File: src/rtl/instr_encoder_pkg.sv
// Shared types for the instruction encoder: opcode/function enums, the encode request
// struct and small field-classification helpers.
package instr_encoder_pkg;

  localparam int COP0_CO_BIT = 25;

  typedef enum logic [5:0] {
    OP_SPECIAL  = 6'h00, OP_REGIMM = 6'h01, OP_J     = 6'h02, OP_JAL   = 6'h03,
    OP_BEQ      = 6'h04, OP_BNE    = 6'h05, OP_BLEZ  = 6'h06, OP_BGTZ  = 6'h07,
    OP_ADDI     = 6'h08, OP_ADDIU  = 6'h09, OP_SLTI  = 6'h0A, OP_SLTIU = 6'h0B,
    OP_ANDI     = 6'h0C, OP_ORI    = 6'h0D, OP_XORI  = 6'h0E, OP_LUI   = 6'h0F,
    OP_COP0     = 6'h10, OP_SPECIAL2 = 6'h1C,
    OP_LB       = 6'h20, OP_LH     = 6'h21, OP_LWL   = 6'h22, OP_LW    = 6'h23,
    OP_LBU      = 6'h24, OP_LHU    = 6'h25, OP_LWR   = 6'h26,
    OP_SB       = 6'h28, OP_SH     = 6'h29, OP_SWL   = 6'h2A, OP_SW    = 6'h2B,
    OP_SWR      = 6'h2E, OP_CACHE  = 6'h2F, OP_LL    = 6'h30, OP_PREF  = 6'h33,
    OP_SC       = 6'h38
  } op_code_e;

  typedef enum logic [5:0] {
    SP_SLL  = 6'h00, SP_SRL  = 6'h02, SP_SRA  = 6'h03, SP_SLLV = 6'h04,
    SP_JR   = 6'h08, SP_JALR = 6'h09, SP_ADDU = 6'h21, SP_SUBU = 6'h23,
    SP_AND  = 6'h24, SP_OR   = 6'h25, SP_SLT  = 6'h2A
  } spec_code_e;

  typedef enum logic [4:0] {
    RI_BLTZ = 5'h00, RI_BGEZ = 5'h01, RI_BLTZAL = 5'h10, RI_BGEZAL = 5'h11
  } regimm_code_e;

  typedef enum logic [5:0] {
    C0_TLBR = 6'h01, C0_TLBWI = 6'h02, C0_ERET = 6'h18, C0_WAIT = 6'h20
  } cop0_code_e;

  typedef struct packed {
    logic [5:0]  op_code;
    logic [5:0]  funct;
    logic [4:0]  sub_code;
    logic        cop0_co;
    logic [4:0]  rs;
    logic [4:0]  rt;
    logic [4:0]  rd;
    logic [4:0]  shamt;
    logic [25:0] immediate;
  } enc_req_t;

  function automatic logic is_opcode(input logic [5:0] op);
    case (op)
      OP_SPECIAL, OP_REGIMM, OP_J, OP_JAL, OP_BEQ, OP_BNE, OP_BLEZ, OP_BGTZ,
      OP_ADDI, OP_ADDIU, OP_SLTI, OP_SLTIU, OP_ANDI, OP_ORI, OP_XORI, OP_LUI,
      OP_COP0, OP_SPECIAL2, OP_LB, OP_LH, OP_LWL, OP_LW, OP_LBU, OP_LHU, OP_LWR,
      OP_SB, OP_SH, OP_SWL, OP_SW, OP_SWR, OP_CACHE, OP_LL, OP_PREF, OP_SC:
        return 1'b1;
      default:
        return 1'b0;
    endcase
  endfunction

  function automatic logic is_shift_funct(input logic [5:0] fn);
    case (fn)
      SP_SLL, SP_SRL, SP_SRA: return 1'b1;
      default:                return 1'b0;
    endcase
  endfunction

endpackage

File: src/rtl/instr_pack.sv
// Combinational packer: one encode request -> one 32-bit instruction word.
// With ENCODER_CHECK_EN defined it also flags malformed requests on err.
module instr_pack
  import instr_encoder_pkg::*;
(
  input  enc_req_t    req,
`ifdef ENCODER_CHECK_EN
  output logic        err,
`endif
  output logic [31:0] instr
);

  // Select the bit layout from the opcode.
  always_comb begin
    instr = 32'h0000_0000;
    case (req.op_code)
      OP_SPECIAL, OP_SPECIAL2:
        instr = {req.op_code, req.rs, req.rt, req.rd, req.shamt, req.funct};
      OP_J, OP_JAL:
        instr = {req.op_code, req.immediate};
      OP_REGIMM:
        instr = {req.op_code, req.rs, req.sub_code, req.immediate[15:0]};
      OP_COP0: begin
        if (req.cop0_co) begin
          instr = {req.op_code, 20'h0_0000, req.funct};
          instr[COP0_CO_BIT] = 1'b1;
        end else begin
          instr = {req.op_code, req.sub_code, req.rt, req.rd, 11'h000};
        end
      end
      default:
        instr = {req.op_code, req.rs, req.rt, req.immediate[15:0]};
    endcase
  end

`ifdef ENCODER_CHECK_EN
  // Unknown opcodes fall through to the I-type layout, so they get the imm check too.
  always_comb begin
    err = ~is_opcode(req.op_code);
    case (req.op_code)
      OP_SPECIAL: begin
        if ((req.shamt != 5'd0) && !is_shift_funct(req.funct)) begin
          err = 1'b1;
        end else begin
          err = err;
        end
      end
      OP_SPECIAL2, OP_J, OP_JAL, OP_COP0: begin
        err = err;
      end
      default: begin
        if (req.immediate[25:16] != 10'h000) begin
          err = 1'b1;
        end else begin
          err = err;
        end
      end
    endcase
  end
`endif

endmodule

File: src/rtl/instr_encoder.sv
// Instruction encoder: packs decoded fields into MIPS words and buffers them in a
// DEPTH-entry FIFO. Define ENCODER_CHECK_EN to store a per-entry malformed flag on out_err.
module instr_encoder
  import instr_encoder_pkg::*;
#(
  parameter int DEPTH = 4,
  parameter int CNT_W = 32
) (
  input  logic             clk,
  input  logic             reset,
  input  logic             flush,
  input  logic             in_valid,
  output logic             in_ready,
  input  logic [5:0]       opCode,
  input  logic [5:0]       funct,
  input  logic [4:0]       subCode,
  input  logic             cop0Co,
  input  logic [4:0]       rs,
  input  logic [4:0]       rt,
  input  logic [4:0]       rd,
  input  logic [4:0]       shamt,
  input  logic [25:0]      immediate,
  output logic             out_valid,
  input  logic             out_ready,
  output logic [31:0]      out_instr,
  output logic             out_err,
  output logic [CNT_W-1:0] issued
);

  localparam int              PTR_W   = $clog2(DEPTH);
  localparam logic [PTR_W:0]  DEPTH_C = (PTR_W + 1)'(DEPTH);

  enc_req_t          req_s;
  logic [31:0]       word_s;
  logic              push_s;
  logic              pop_s;
  logic [31:0]       mem_r [DEPTH];
  logic [PTR_W-1:0]  wr_ptr_r;
  logic [PTR_W-1:0]  rd_ptr_r;
  logic [PTR_W:0]    count_r;
  logic [CNT_W-1:0]  issued_r;

  assign req_s = '{op_code: opCode, funct: funct, sub_code: subCode, cop0_co: cop0Co,
                   rs: rs, rt: rt, rd: rd, shamt: shamt, immediate: immediate};

  // in_ready and out_valid depend on registered occupancy only, never on out_ready.
  assign in_ready  = (count_r != DEPTH_C);
  assign out_valid = (count_r != {(PTR_W + 1){1'b0}});
  assign push_s    = in_valid & in_ready & ~flush;
  assign pop_s     = out_valid & out_ready & ~flush;
  assign out_instr = mem_r[rd_ptr_r];
  assign issued    = issued_r;

`ifdef ENCODER_CHECK_EN
  logic       err_s;
  logic [DEPTH-1:0] err_r;

  instr_pack u_pack (.req(req_s), .err(err_s), .instr(word_s));

  // Per-entry malformed flag, written alongside the word.
  always_ff @(posedge clk) begin
    if (!reset) begin
      err_r <= '0;
    end else if (push_s) begin
      err_r[wr_ptr_r] <= err_s;
    end
  end

  assign out_err = err_r[rd_ptr_r];
`else
  instr_pack u_pack (.req(req_s), .instr(word_s));

  assign out_err = 1'b0;
`endif

  // FIFO storage, pointers and occupancy; flush empties without touching storage.
  always_ff @(posedge clk) begin
    if (!reset) begin
      for (int i = 0; i < DEPTH; i++) begin
        mem_r[i] <= 32'h0000_0000;
      end
      wr_ptr_r <= '0;
      rd_ptr_r <= '0;
      count_r  <= '0;
    end else if (flush) begin
      wr_ptr_r <= '0;
      rd_ptr_r <= '0;
      count_r  <= '0;
    end else begin
      if (push_s) begin
        mem_r[wr_ptr_r] <= word_s;
        wr_ptr_r        <= wr_ptr_r + PTR_W'(1);
      end
      if (pop_s) begin
        rd_ptr_r <= rd_ptr_r + PTR_W'(1);
      end
      case ({push_s, pop_s})
        2'b10:   count_r <= count_r + (PTR_W + 1)'(1);
        2'b01:   count_r <= count_r - (PTR_W + 1)'(1);
        default: count_r <= count_r;
      endcase
    end
  end

  // Issued-word counter; survives flush and wraps naturally.
  always_ff @(posedge clk) begin
    if (!reset) begin
      issued_r <= '0;
    end else if (pop_s) begin
      issued_r <= issued_r + CNT_W'(1);
    end
  end

endmodule

File: config.mk
export PLATFORM = sky130hd
export DESIGN_NAME = instr_encoder
export DESIGN_NICKNAME = d
export VERILOG_FILES = /design/src/rtl/instr_encoder_pkg.sv /design/src/rtl/instr_pack.sv /design/src/rtl/instr_encoder.sv
export SDC_FILE = /design/constraint.sdc
export NUM_CORES = 1
export LEC_CHECK = 0
export CAP_MARGIN = 30
export CORE_MARGIN = 2
export CORE_UTILIZATION = 48
export DETAILED_ROUTE_END_ITERATION = 10
export GPL_ROUTABILITY_DRIVEN = 0
export HOLD_SLACK_MARGIN = 0.15
export PLACE_DENSITY = 0.85
export SLEW_MARGIN = 20
export SYNTH_ARGS = -nofsm -noshare
export SYNTH_HDL_FRONTEND = slang
export SYNTH_SLANG_ARGS = --single-unit
File: constraint.sdc
create_clock -name clk -period 3.7 [get_ports clk]
set_input_delay 0.37 -clock clk [delete_from_list [all_inputs] [get_ports clk]]
set_output_delay 0.37 -clock clk [all_outputs]
set_load 0.005 [all_outputs]
After elaboration in Yosys (flattened, before gate mapping)

Memory sizes are Yosys's and may differ from the RTL's. A register that Yosys moved wholly into a read port is not among the register bits.
Cells that the tools add are included.

Logic and storage cells: 44
RAM bits: 128
Input port bits: 69
Flip-flop bits (word level): 39
Memories kept: 1
Output and inout port bits: 67

Equality and inequality tests: 8
Mux-type cells: 13
Bitwise gates (word level): 6
Add/sub/neg operators: 5
Reductions and logical operators: 7

Memories:

| memory | depth | width | read ports | clocked after Yosys merged registers in | write ports | RTL line            | source |
|---|---|---|---|---|---|---|---|
| mem_r  | 4     | 32    | 1          | 1                                       | 4           | instr_encoder.sv:37 | `logic [31:0] mem_r [DEPTH];` |

Operators with widths:

| cell                    | number |
|---|---|
| $pmux W26 S4            | 1 |
| $add A32 B1 Y32 const B | 1 |
| $mux W32                | 1 |
| $reduce_or A32 Y1       | 1 |
| $mux W26                | 1 |
| $eq A6 B2 Y1 const B    | 2 |
| $eq A6 B5 Y1 const B    | 2 |
| $eq A6 B1 Y1 const B    | 1 |
| $logic_not A6 Y1        | 1 |
| $mux W1                 | 6 |
| $mux W2                 | 3 |
| $pmux W3 S2             | 1 |
| $reduce_or A2 Y1        | 3 |
| $add A2 B1 Y2 const B   | 2 |
| $and A1 B1 Y1           | 4 |
| $add A3 B1 Y3 const B   | 1 |
| $ne A3 B3 Y1 const B    | 1 |
| $reduce_bool A3 Y1      | 1 |
| $sub A3 B1 Y3 const B   | 1 |
| $eq A2 B1 Y1 const B    | 1 |
| $eq A2 B2 Y1 const B    | 1 |
| $not A1 Y1              | 2 |
| $reduce_bool A2 Y1      | 1 |

Depth between registers and ports, before layout

Gate-level depths: netlist of run 1.

Word-level depth: 9
Depth in mapped cells: 9
Gate-level depth less buffers: 8

By module

A second synthesis of run 1 with hierarchy kept.

Cell total of the unflattened synthesis: 658
Area, all modules: 8202.9 sq um

By module, submodules not included:

| module        | area each (sq um) | sequential area each (sq um) | cells each | times used |
|---|---|---|---|---|
| instr_encoder | 7483.4            | 4664.5                       | 556        | 1 |
| instr_pack    | 719.4             | 0.0                          | 102        | 1 |

Worst setup path after synthesis of run 1

No wires, ideal clock.

Path kind: register -> register
From: reg count_r[2]
To: mem mem_r[3][0] (enable)
Data required time: 3.234 ns
Slack: 0.148 ns
Buffers on the path: 1
Period minus slack after synthesis: 3.552 ns
Cell stages (with the launch flop): 5
Library setup time: 0.466 ns
Arrival: 3.087 ns
Cell sequence: dfxtp_1 or3b_2 clkbuf_1 nand3_1 o21ai_0

RTL lines:

| element                | RTL line             | source |
|---|---|---|
| start, declared        | instr_encoder.sv:40  | `logic [PTR_W:0] count_r;` |
| start signal, assigned | instr_encoder.sv:98  | `2'b10: count_r <= count_r + (PTR_W + 1)'(1);` |
| start signal, assigned | instr_encoder.sv:99  | `2'b01: count_r <= count_r - (PTR_W + 1)'(1);` |
| start signal, assigned | instr_encoder.sv:100 | `default: count_r <= count_r;` |
| end, declared          | instr_encoder.sv:37  |  |

==> metrics.md, run 1 <==
| Metric | Value |
|---|---|
| Cts hold-fix bufs | 0 |
| Power per cell area | between 400 and 500 nW/um2 |
| Critical Path Source Type | flop |
| I/O Pins | between 100 and 150 |
| Clk_lat worst skew | between 0.4 and 0.5 ns |
| Setup crit end kind | output port |
| Initial DRC Count | slightly above 500 |
| Commonest non-fill, non-tap cell in the layout | clkdlybuf4s50_1 |
| CP Cell Sequence | buf_4, mux4_2, clkdlybuf4s50_1 |
| Detailed-route via count | between 5000 and 6000 |
| Min-Delay Path Class | flop to flop |
| FP Rows | 46 |
| Post-cts resize count | 0 |
| Clk sinks | between 150 and 200 |
| Chip Height | approximately 130 um |
| RSZ-0062 raised after global routing | no |
| Vias in the first global route | between 5000 and 6000 |
| Die area | about 17000 um2 |
| Initial antenna violation count | 1 |
| TritonCTS clock tree | built |
| Setup CP Type | flop to output port |
| Pre-CTS WS | 0.712 ns |
| Drt wl/cell | a little over 20 um |
| Avg Inst Size Synth | approximately 12 um2 |
| Worst R2R Setup Slack | between 1 and 1.5 ns |
| Largest stage delay on the critical path | roughly 0.76 ns |
| Vias per cell | about 6 |
| Setup tns final | 0 ns |
| Final Hold Fails | 0 |
| Worst Path Required | between 3 and 4 ns |
| Clock Skew | between 0.015 and 0.02 ns |
| Area Overhead vs Synth | 28.0% |
| # Max-Cap Violations | 0 |
| Highest Clock Rate | between 300 and 400 MHz |
| Post-CTS Repair Setup Buffers | 0 |
| Area of the core | between 15000 and 20000 um2 |
| CP Data Arrival Time | roughly 2.6 ns |
| N_diodes | 0 |
| Die W | 131 um |
| Initial Utilization | 0.488 |
| Switch share | 0.221 |
| CTS buffer count | 17 |
| Worst slew pin tran | ~0.9 ns |
| H-tree levels | 4 |
| Comb power frac | 0.074 |
| Clk network pwr share | 0.431 |
| Synth warn | 0 |
| Setup Viol. Count Final | 0 |
| Number of fill cells | approximately 1200 |
| Post-synthesis cell type count | 53 |
| Reg power frac | 0.495 |
| Async set-or-reset flop fraction in the synthesized netlist | 0 |
| Synth Register Bits | about 170 |
| Pin count of the biggest net entering global routing | 33 |
| Leakage | about 3.4 nW |
| Final ANT Viol Nets | 0 |
| Design Area, Final | ~9900 um2 |
| DRT Wirelength | a little under 20000 um |
| Root buffer cell | clkbuf_16 |
| Tcrit/Tclk final | 0.793 |
| Pre-antenna DRT Iters | 4 |
| Run status | completed |
| Max rail drop VDD | ~0.37 mV |
| DP Area | 9250 um2 |
| Switching power | about 0.95 mW |
| CP max FO | 18 |
| Global-route wire length before repair | ~30000 um |
| Most used DFF post-synth | edfxtp_1 |
| Final worst-path setup slack | ~0.77 ns |
| Number of synthesized flops with an enable pin | 128 |
| Total power | 4.29 mW |
| Share of layout cells above drive strength 1 | 0.122 |
| Total GRT Usage | 0.237 |
| GRT Residual Overflow | 0 |
| Dpl hpwl | 13200 um |
| DRC | 0 |
| Max_slew headroom | 0.376 |
| Internal Pwr Total | between 3 and 4 mW |
| Commonest non-fill, non-tap cells in the layout | 134 x clkdlybuf4s50_1, 128 x edfxtp_1, 89 x nor2_1 |
| Tmin final | 2.93 ns |
| Port bufs | approximately 130 |
| Clock tree buffer depth | 2 |
| Mapped Area | approximately 7700 um2 |
| CTS clock-pin slew for the worst setup and hold paths | 0.06 ns |
| Synthesized Nets | 689 |
| Crit path max-delay cell type | dfxtp_2 |
| # nets final | just over 800 |
| Register area share after synthesis | 0.605 |
| Final slew viol count | 0 |
| Gate Count Post-Synth | just over 600 |
[critical path: cells and delay by family, from the launching register on]
family	cells	cell delay (ns)
flops	1	0.76
mux	1	0.56
buf+inv	2	0.82
[cell usage after synthesis (5+ instances only)]
library cell  number  area, um2
a22oi_1            5       37.5
o21ai_2            5       43.8
and3_1             6       37.5
nand3_1           11       55.1
o31ai_1           11       82.6
a21oi_1           66        330
dfxtp_1           41        821
nand4_1            6       37.5
and2_1             6       37.5
nand2_1           33        124
a222oi_1           9       90.1
inv_1             16       60.1
edfxtp_1         128       3840
nand2b_1           5       31.3
buf_2             14       70.1
clkbuf_1          21       78.8
o21ai_0           17       85.1
nor2_1            89        334
xnor2_1           10       87.6
buf_1              5       18.8
or3_1             13       81.3
nor3_1             7       35.0
mux4_2            32        721
or4_1             13       97.6
[kinds of logic (layout without fill, tap and decap cells)]
group / Yosys count / count (layout) / synth area share
AOI/OAI and AO/OA: 119 / 119 / 0.0957
xor gates and xnor gates: 14 / 14 / 0.0159
adders and majority gates: 3 / 3 / 0.00585
buffers and inverters: 58 / 195 / 0.0320
DFF: 169 / 169 / 0.605
muxes: 36 / 36 / 0.0987
other: 1 / 1 / 0.000487
and+or+nand+nor: 217 / 217 / 0.146
[final cells by class]
class | instances | area [um2] | area share
well taps | 216 | 270 | 0.0274
flip-flops and latches | 169 | 4670 | 0.473
clock inverters | 14 | 184 | 0.0186
multi-input cells | 390 | 2800 | 0.284
repair buffers | 147 | 1450 | 0.147
clock buffers | 18 | 429 | 0.0435
inverters | 16 | 60.1 | 0.00609
[metrics by stage]
step            util  hold WS [ns]  cells
2_1_floorplan      -         0.459    617
3_3_place_gp   0.587         0.465    938
3_5_place_dp   0.587         0.486    938
4_1_cts        0.626         0.495    970
5_1_grt        0.626         0.536    970
6_report       0.626         0.492    970
[state kept, by name (all words and copies together), names as in the netlist, named ones only]
register,flops
count_r,3
issued,32
mem_r,128
rd_ptr_r,2
wr_ptr_r,2
[power groups by stage]
stage | Sequential [mW] | Clock (mW) | Combinational [mW]
2_1_floorplan | 2.15 | 0 | 0.136
3_3_place_gp | 2.16 | 0 | 0.306
3_5_place_dp | 2.16 | 0 | 0.316
4_1_cts | 2.12 | 1.87 | 0.318
5_1_grt | 2.13 | 1.94 | 0.337
6_report | 2.12 | 1.85 | 0.318
[path summary, 6_finish.rpt]
| path | start | cells past startpoint | end |
|---|---|---|---|
| max | flop | 3 | out_instr[31] |
| min | issued[29] | 2 | issued[29] |
| min reg2reg | issued[29] | 2 | issued[29] |
| max reg2reg | count_r[0] | 9 | count_r[2] |
[metal layers]
layer	track usage	routed length, um	vias up	share of wire
met5	0	0	-	0
met4	0.110	584	0	0.030
met3	0.0627	1800	37	0.091
met2	0.403	9960	337	0.50
met1	0.284	7420	2808	0.38
li1	-	-	2591	-
Note: power is estimated with default switching activity, not from simulation.
==> run 2, diff against run 1 <==
--- a/config.mk
+++ b/config.mk
@@ -7,11 +7,11 @@
 export LEC_CHECK = 0
 export CAP_MARGIN = 30
 export CORE_MARGIN = 2
-export CORE_UTILIZATION = 48
+export CORE_UTILIZATION = 53
 export DETAILED_ROUTE_END_ITERATION = 10
 export GPL_ROUTABILITY_DRIVEN = 0
 export HOLD_SLACK_MARGIN = 0.15
-export PLACE_DENSITY = 0.85
+export PLACE_DENSITY = 0.88
 export SLEW_MARGIN = 20
 export SYNTH_ARGS = -nofsm -noshare
 export SYNTH_HDL_FRONTEND = slang
==> constraint.sdc (replaced) <==
create_clock -name clk -period 3.1 [get_ports clk]
set_input_delay 0.31 -clock clk [delete_from_list [all_inputs] [get_ports clk]]
set_output_delay 0.31 -clock clk [all_outputs]
set_load 0.005 [all_outputs]
==> run 2 against run 1 <==
  * Combinational power rose by 20%
  * Critical path type unchanged
  * Largest cell class unchanged
  * Final cell count decreased by 2.9%
  * Worst setup slack worse by 0.32 ns
==> metrics.md, run 2 (synthesis results as in run 1) <==
| Metric | Value |
|---|---|
| GRT Residual Overflow | 0 (unchanged) |
| # Max-Cap Violations | 0 (unchanged) |
| Worst slew pin tran | 0.909 ns (was 0.926 ns) |
| Largest register FFs | 128 (unchanged) |
| # nets final | 817 (was 813) |
| Initial DRC Count | 548 (was 517) |
| Pin count of the biggest net entering global routing | 33 (unchanged) |
| H-tree levels | 4 (unchanged) |
| RR Endpoint | count_r[2] (unchanged) |
| Power per cell area | 508 nW/um2 (was 435 nW/um2) |
| Initial antenna violation count | 0 (was 1) |
| Tmin final | 2.65 ns |
| RSZ-0062 raised after global routing | no (unchanged) |
| Leakage | 3.37 nW (was 3.36 nW) |
| Root buffer cell | clkbuf_16 (unchanged) |
| Max_slew headroom | 0.393 (was 0.376) |
| Final slew viol count | 0 (unchanged) |
| Die W | 125 um (was 131 um) |
| Final ANT Viol Nets | 0 (unchanged) |
| Port bufs | 134 (unchanged) |
| CTS buffer count | 17 (unchanged) |
| Commonest non-fill, non-tap cells in the layout | 134 x clkdlybuf4s50_1, 128 x edfxtp_1, 89 x nor2_1 (unchanged) |
| CP max FO | 22 (was 18) |
| Worst R2R Setup Slack | 0.74 ns (was 1.23 ns) |
| N_diodes | 0 (unchanged) |
| TritonCTS clock tree | built (unchanged) |
| Critical Path Source Type | flop (unchanged) |
| Number of fill cells | 963 (was 1181) |
| Final Hold Fails | 0 (unchanged) |
| Pre-antenna DRT Iters | 5 (was 4) |
| Post-cts resize count | 0 (unchanged) |
| DRC | 0 (unchanged) |
| Detailed-route via count | 5845 (was 5773) |
| Cts hold-fix bufs | 0 (unchanged) |
| Dpl hpwl | 12600 um (was 13200 um) |
| Setup crit end kind | output port (unchanged) |
| Total GRT Usage | 0.255 (was 0.237) |
| HP Start | issued[29] (unchanged) |
| CP Data Arrival Time | 2.34 ns (was 2.56 ns) |
| Final worst-path setup slack | 0.451 ns (was 0.767 ns) |
| Vias in the first global route | 5980 (was 5813) |
| Area Overhead vs Synth | 27.7% (was 28.0%) |
| Share of layout cells above drive strength 1 | 0.128 (was 0.122) |
| Initial Utilization | 0.536 (was 0.488) |
| Hold path depth | 2 (unchanged) |
| Post-CTS Repair Setup Buffers | 0 (unchanged) |
| Largest register by flop count | mem_r (unchanged) |
| Hold EP | issued[29] (unchanged) |
| Clk_lat worst skew | 0.42 ns (was 0.44 ns) |
| Worst Path Required | 2.79 ns (was 3.33 ns) |
| Chip Height | 125 um (was 131 um) |
| Clock Skew | 0.00699 ns (was 0.0187 ns) |
| I/O Pins | 136 (unchanged) |
| Pre-CTS WS | 0.248 ns (was 0.712 ns) |
| Setup Viol. Count Final | 0 (unchanged) |
| Area of the core | 14400 um2 (was 15800 um2) |
| Setup tns final | 0 ns (unchanged) |
| Commonest non-fill, non-tap cell in the layout | clkdlybuf4s50_1 (unchanged) |
| Max rail drop VDD | 0.451 mV (was 0.369 mV) |
| Run status | completed (unchanged) |
| FF-to-FF path depth | 8 (was 9) |
| Setup CP Type | flop to output port (unchanged) |
| Drt wl/cell | 20.4 um (about the same) |
| Global-route wire length before repair | 30900 um (was 30100 um) |
| Clock tree buffer depth | 2 (unchanged) |
| R2r startpoint | count_r[2] (was count_r[0]) |
| Min-Delay Path Class | flop to flop (unchanged) |
| Clk sinks | 169 (unchanged) |
| Vias per cell | 6.20 (was 5.95) |
| CTS clock-pin slew for the worst setup and hold paths | 0.06 ns (about the same) |
| Highest Clock Rate | between 300 and 400 MHz |
| Tcrit/Tclk final | 0.855 |
| Die area | 15500 um2 (was 17100 um2) |
| FP Rows | 44 (was 46) |
| DRT Wirelength | 19200 um (was 19800 um) |
-- run 2: worst max path at each step --
stage,to,slack (ns)
2_1_floorplan,mem_r[3][0],0.41
3_3_place_gp,mem_r[2][3],0.36
3_5_place_dp,mem_r[3][3],0.25
4_1_cts,out_instr[2],0.37
5_1_grt,out_instr[1],0.31
6_report,out_instr[2],0.45
-- run 2: power by group --
| part | internal, mW | switching, mW |
|---|---|---|
| logic | 0.194 | 0.187 |
| clock network | 1.20 | 0.886 |
| registers | 2.51 | 0.0230 |
-- run 2: cell type report --
cell class              count  area [um2]  area share
clock buffers              17         425      0.0433
clock inverters            15         164      0.0167
inverters                  16        60.1     0.00611
multi-input cells         390        2800       0.284
flip-flops and latches    169        4670       0.474
well taps                 184         230      0.0234
repair buffers            151        1490       0.152
-- run 2: critical path, stage by stage, from the launching register on --
cell and delay (ns):
dfxtp_2 0.59, buf_12 0.28, mux4_2 0.53, clkdlybuf4s50_1 0.51
-- run 2: per-stage QoR --
step           hold WS, ns  instance area [um2]  instances  utilization  power (mW)
2_1_floorplan        0.459                 7700        617            -        2.73
3_3_place_gp         0.465                 9250        910        0.644        2.94
3_5_place_dp         0.475                 9250        910        0.644        2.96
4_1_cts              0.483                 9840        942        0.685        5.02
5_1_grt              0.526                 9840        942        0.685        5.14
6_report             0.480                 9840        942        0.685        5.00
-- run 2: metal layers --
layer	global-route usage	vias to the layer above	wire length [um]
met4	0.109	0	433
met2	0.442	364	9870
met5	0	-	0
met3	0.0601	38	1860
li1	-	2603	-
met1	0.304	2840	7080
==> run 3, diff against run 2 <==
==> constraint.sdc (replaced) <==
create_clock -name clk -period 2.7 [get_ports clk]
set_input_delay 0.27 -clock clk [delete_from_list [all_inputs] [get_ports clk]]
set_output_delay 0.27 -clock clk [all_outputs]
set_load 0.005 [all_outputs]
==> run 3 against run 2 <==
  * Sequential share of layout area fell by 0.58 points
  * Largest cell class unchanged
  * Die area did not move
  * Wire length rose by 1.8%
  * Non-clock buffer count rose by 15
  * Final area rose by 1.2%
  * Highest routed layer unchanged
  * Critical path type unchanged
  * Clock-buffer cell count did not move
==> metrics.md, run 3 (synthesis results as in run 1) <==
| Metric | Value |
|---|---|
| Final Core Density | 0.693 (was 0.685) |
| Vias per cell | 6.18 (was 6.20) |
| Largest stage delay on the critical path | 0.58 ns (was 0.59 ns) |
| GRT Residual Overflow | 0 (unchanged) |
| Setup tns final | 0 ns (unchanged) |
| Setup CP Type | flop to output port (unchanged) |
| Cts hold-fix bufs | 0 (unchanged) |
| Largest register by flop count | mem_r (unchanged) |
| Area of the core | 14400 um2 (unchanged) |
| Root buffer cell | clkbuf_16 (unchanged) |
| DP Area | 9380 um2 (was 9250 um2) |
| H-tree levels | 4 (unchanged) |
| DRT Wirelength | 19600 um (was 19200 um) |
| Port bufs | 134 (unchanged) |
| Worst slew pin tran | 0.805 ns (was 0.909 ns) |
| Post-CTS Repair Setup Buffers | 0 (unchanged) |
| Clk network pwr share | 0.413 (was 0.417) |
| CTS buffer count | 17 (unchanged) |
| Drt wl/cell | 20.5 um (was 20.4 um) |
| CP max FO | 32 (was 22) |
| Initial antenna violation count | 0 (unchanged) |
| # nets final | 832 (was 817) |
| Design Area, Final | 9960 um2 (was 9840 um2) |
| Worst Path Required | 2.43 ns (was 2.79 ns) |
| Power per cell area | 575 nW/um2 (was 508 nW/um2) |
| Post-cts resize count | 0 (unchanged) |
| Clock tree buffer depth | 2 (unchanged) |
| CP Cell Sequence | buf_12, mux4_2, clkdlybuf4s50_1 (unchanged) |
| Pre-antenna DRT Iters | 5 (unchanged) |
| Initial DRC Count | 632 (was 548) |
| Total GRT Usage | 0.254 (was 0.255) |
| Max_slew headroom | 0.458 (was 0.393) |
| Clk_lat worst skew | 0.43 ns (was 0.42 ns) |
| Max rail drop VDD | 0.364 mV (was 0.451 mV) |
| CP Data Arrival Time | 2.11 ns (was 2.34 ns) |
| Run status | completed (unchanged) |
| Critical Path Source Type | flop (unchanged) |
| Largest register FFs | 128 (unchanged) |
| Final ANT Viol Nets | 0 (unchanged) |
| # Max-Cap Violations | 0 (unchanged) |
| Buf/Inv on CP | 2 (unchanged) |
| Tmin final | about 2.4 ns |
| Share of layout cells above drive strength 1 | 0.144 (was 0.128) |
| Reg power frac | 0.507 (was 0.506) |
| Die W | 125 um (unchanged) |
| Highest Clock Rate | about 420 MHz |
| FP Rows | 44 (unchanged) |
| DRC | 0 (unchanged) |
| Dpl hpwl | 12800 um (was 12600 um) |
| Global-route wire length before repair | 30700 um (was 30900 um) |
| Switch share | 0.219 (about the same) |
| Final slew viol count | 0 (unchanged) |
| Setup Viol. Count Final | 0 (unchanged) |
| Area Overhead vs Synth | 29.3% (was 27.7%) |
| Commonest non-fill, non-tap cells in the layout | 134 x clkdlybuf4s50_1, 128 x edfxtp_1, 89 x nor2_1 (unchanged) |
| TritonCTS clock tree | built (unchanged) |
| Chip Height | 125 um (unchanged) |
| Pin count of the biggest net entering global routing | 33 (unchanged) |
| Min-Delay Path Class | flop to flop (unchanged) |
| Die area | 15500 um2 (unchanged) |
| I/O Pins | 136 (unchanged) |
| Final Hold Fails | 0 (unchanged) |
| Clk sinks | 169 (unchanged) |
| Switching power | 1.25 mW (was 1.10 mW) |
| Commonest non-fill, non-tap cell in the layout | clkdlybuf4s50_1 (unchanged) |
| Leakage | 3.43 nW (was 3.37 nW) |
| Tcrit/Tclk final | 0.881 |
| Placed Cells | 925 (was 910) |
| RSZ-0062 raised after global routing | no (unchanged) |
| Detailed-route via count | 5907 (was 5845) |
| Crit path max-delay cell type | mux4_2 (was dfxtp_2) |
| Comb power frac | 0.080 (was 0.076) |
| Vias in the first global route | 6084 (was 5980) |
| Internal Pwr Total | 4.47 mW (was 3.90 mW) |
| Critical path's top delay family | buffers and inverters (unchanged) |
| Clock Skew | 0.00662 ns (was 0.00699 ns) |
| Initial Utilization | 0.536 (unchanged) |
| CTS clock-pin slew for the worst setup and hold paths | 0.06 ns (about the same) |
| N_diodes | 0 (unchanged) |
| Final cell count without fillers | 956 (was 942) |
| Hold Slack | 0.488 ns (was 0.480 ns) |
| Setup crit end kind | output port (unchanged) |
==> run 3: worst paths after layout <==
path	end	cells past startpoint	slack, ns	from
setup reg to reg	count_r[2]	8	0.34	count_r[2]
setup / recovery	out_instr[20]	3	0.32	flop
hold / removal	issued[29]	2	0.49	issued[29]
hold reg to reg	issued[29]	2	0.49	issued[29]
==> run 3: routing by layer <==
layer	track usage	routed length (um)
met1	0.295	6870
met2	0.438	10100
met5	0	0
met4	0.125	575
met3	0.0653	2080
==> run 3: power by group through the flow <==
| stage | Clock [mW] | Combinational (mW) | Sequential (mW) |
|---|---|---|---|
| after floorplan | 0 | 0.186 | 2.95 |
| after global placement | 0 | 0.441 | 2.95 |
| after detailed placement | 0 | 0.451 | 2.96 |
| after CTS | 2.38 | 0.456 | 2.91 |
| after global routing | 2.47 | 0.484 | 2.91 |
| final | 2.37 | 0.458 | 2.91 |
==> run 3: worst register-to-register path: stages, from the launching register on <==
cell and delay [ns]:
dfxtp_1 0.37, or3b_2 0.52, nand2_1 0.13, ha_1 0.20, inv_1 0.06, fa_1 0.37
xor2_1 0.17, or3_1 0.31, a21oi_1 0.16
==> run 3: final cells by class <==
class / count / area, um2
clock inverter: 14 / 149
fill: 910 / 4410
timing repair buffer: 166 / 1630
tap: 184 / 230
inverter: 16 / 60.1
sequential: 169 / 4670
clock buffer: 17 / 425
multi-input combinational: 390 / 2800
==> run 3: stage by stage <==
stage / total power [mW] / setup WS, ns
global route: 5.87 / 0.244
floorplan: 3.14 / 0.0103
CTS: 5.74 / 0.285
finish: 5.73 / 0.321
global placement: 3.39 / 0.183
detailed placement: 3.41 / 0.0872
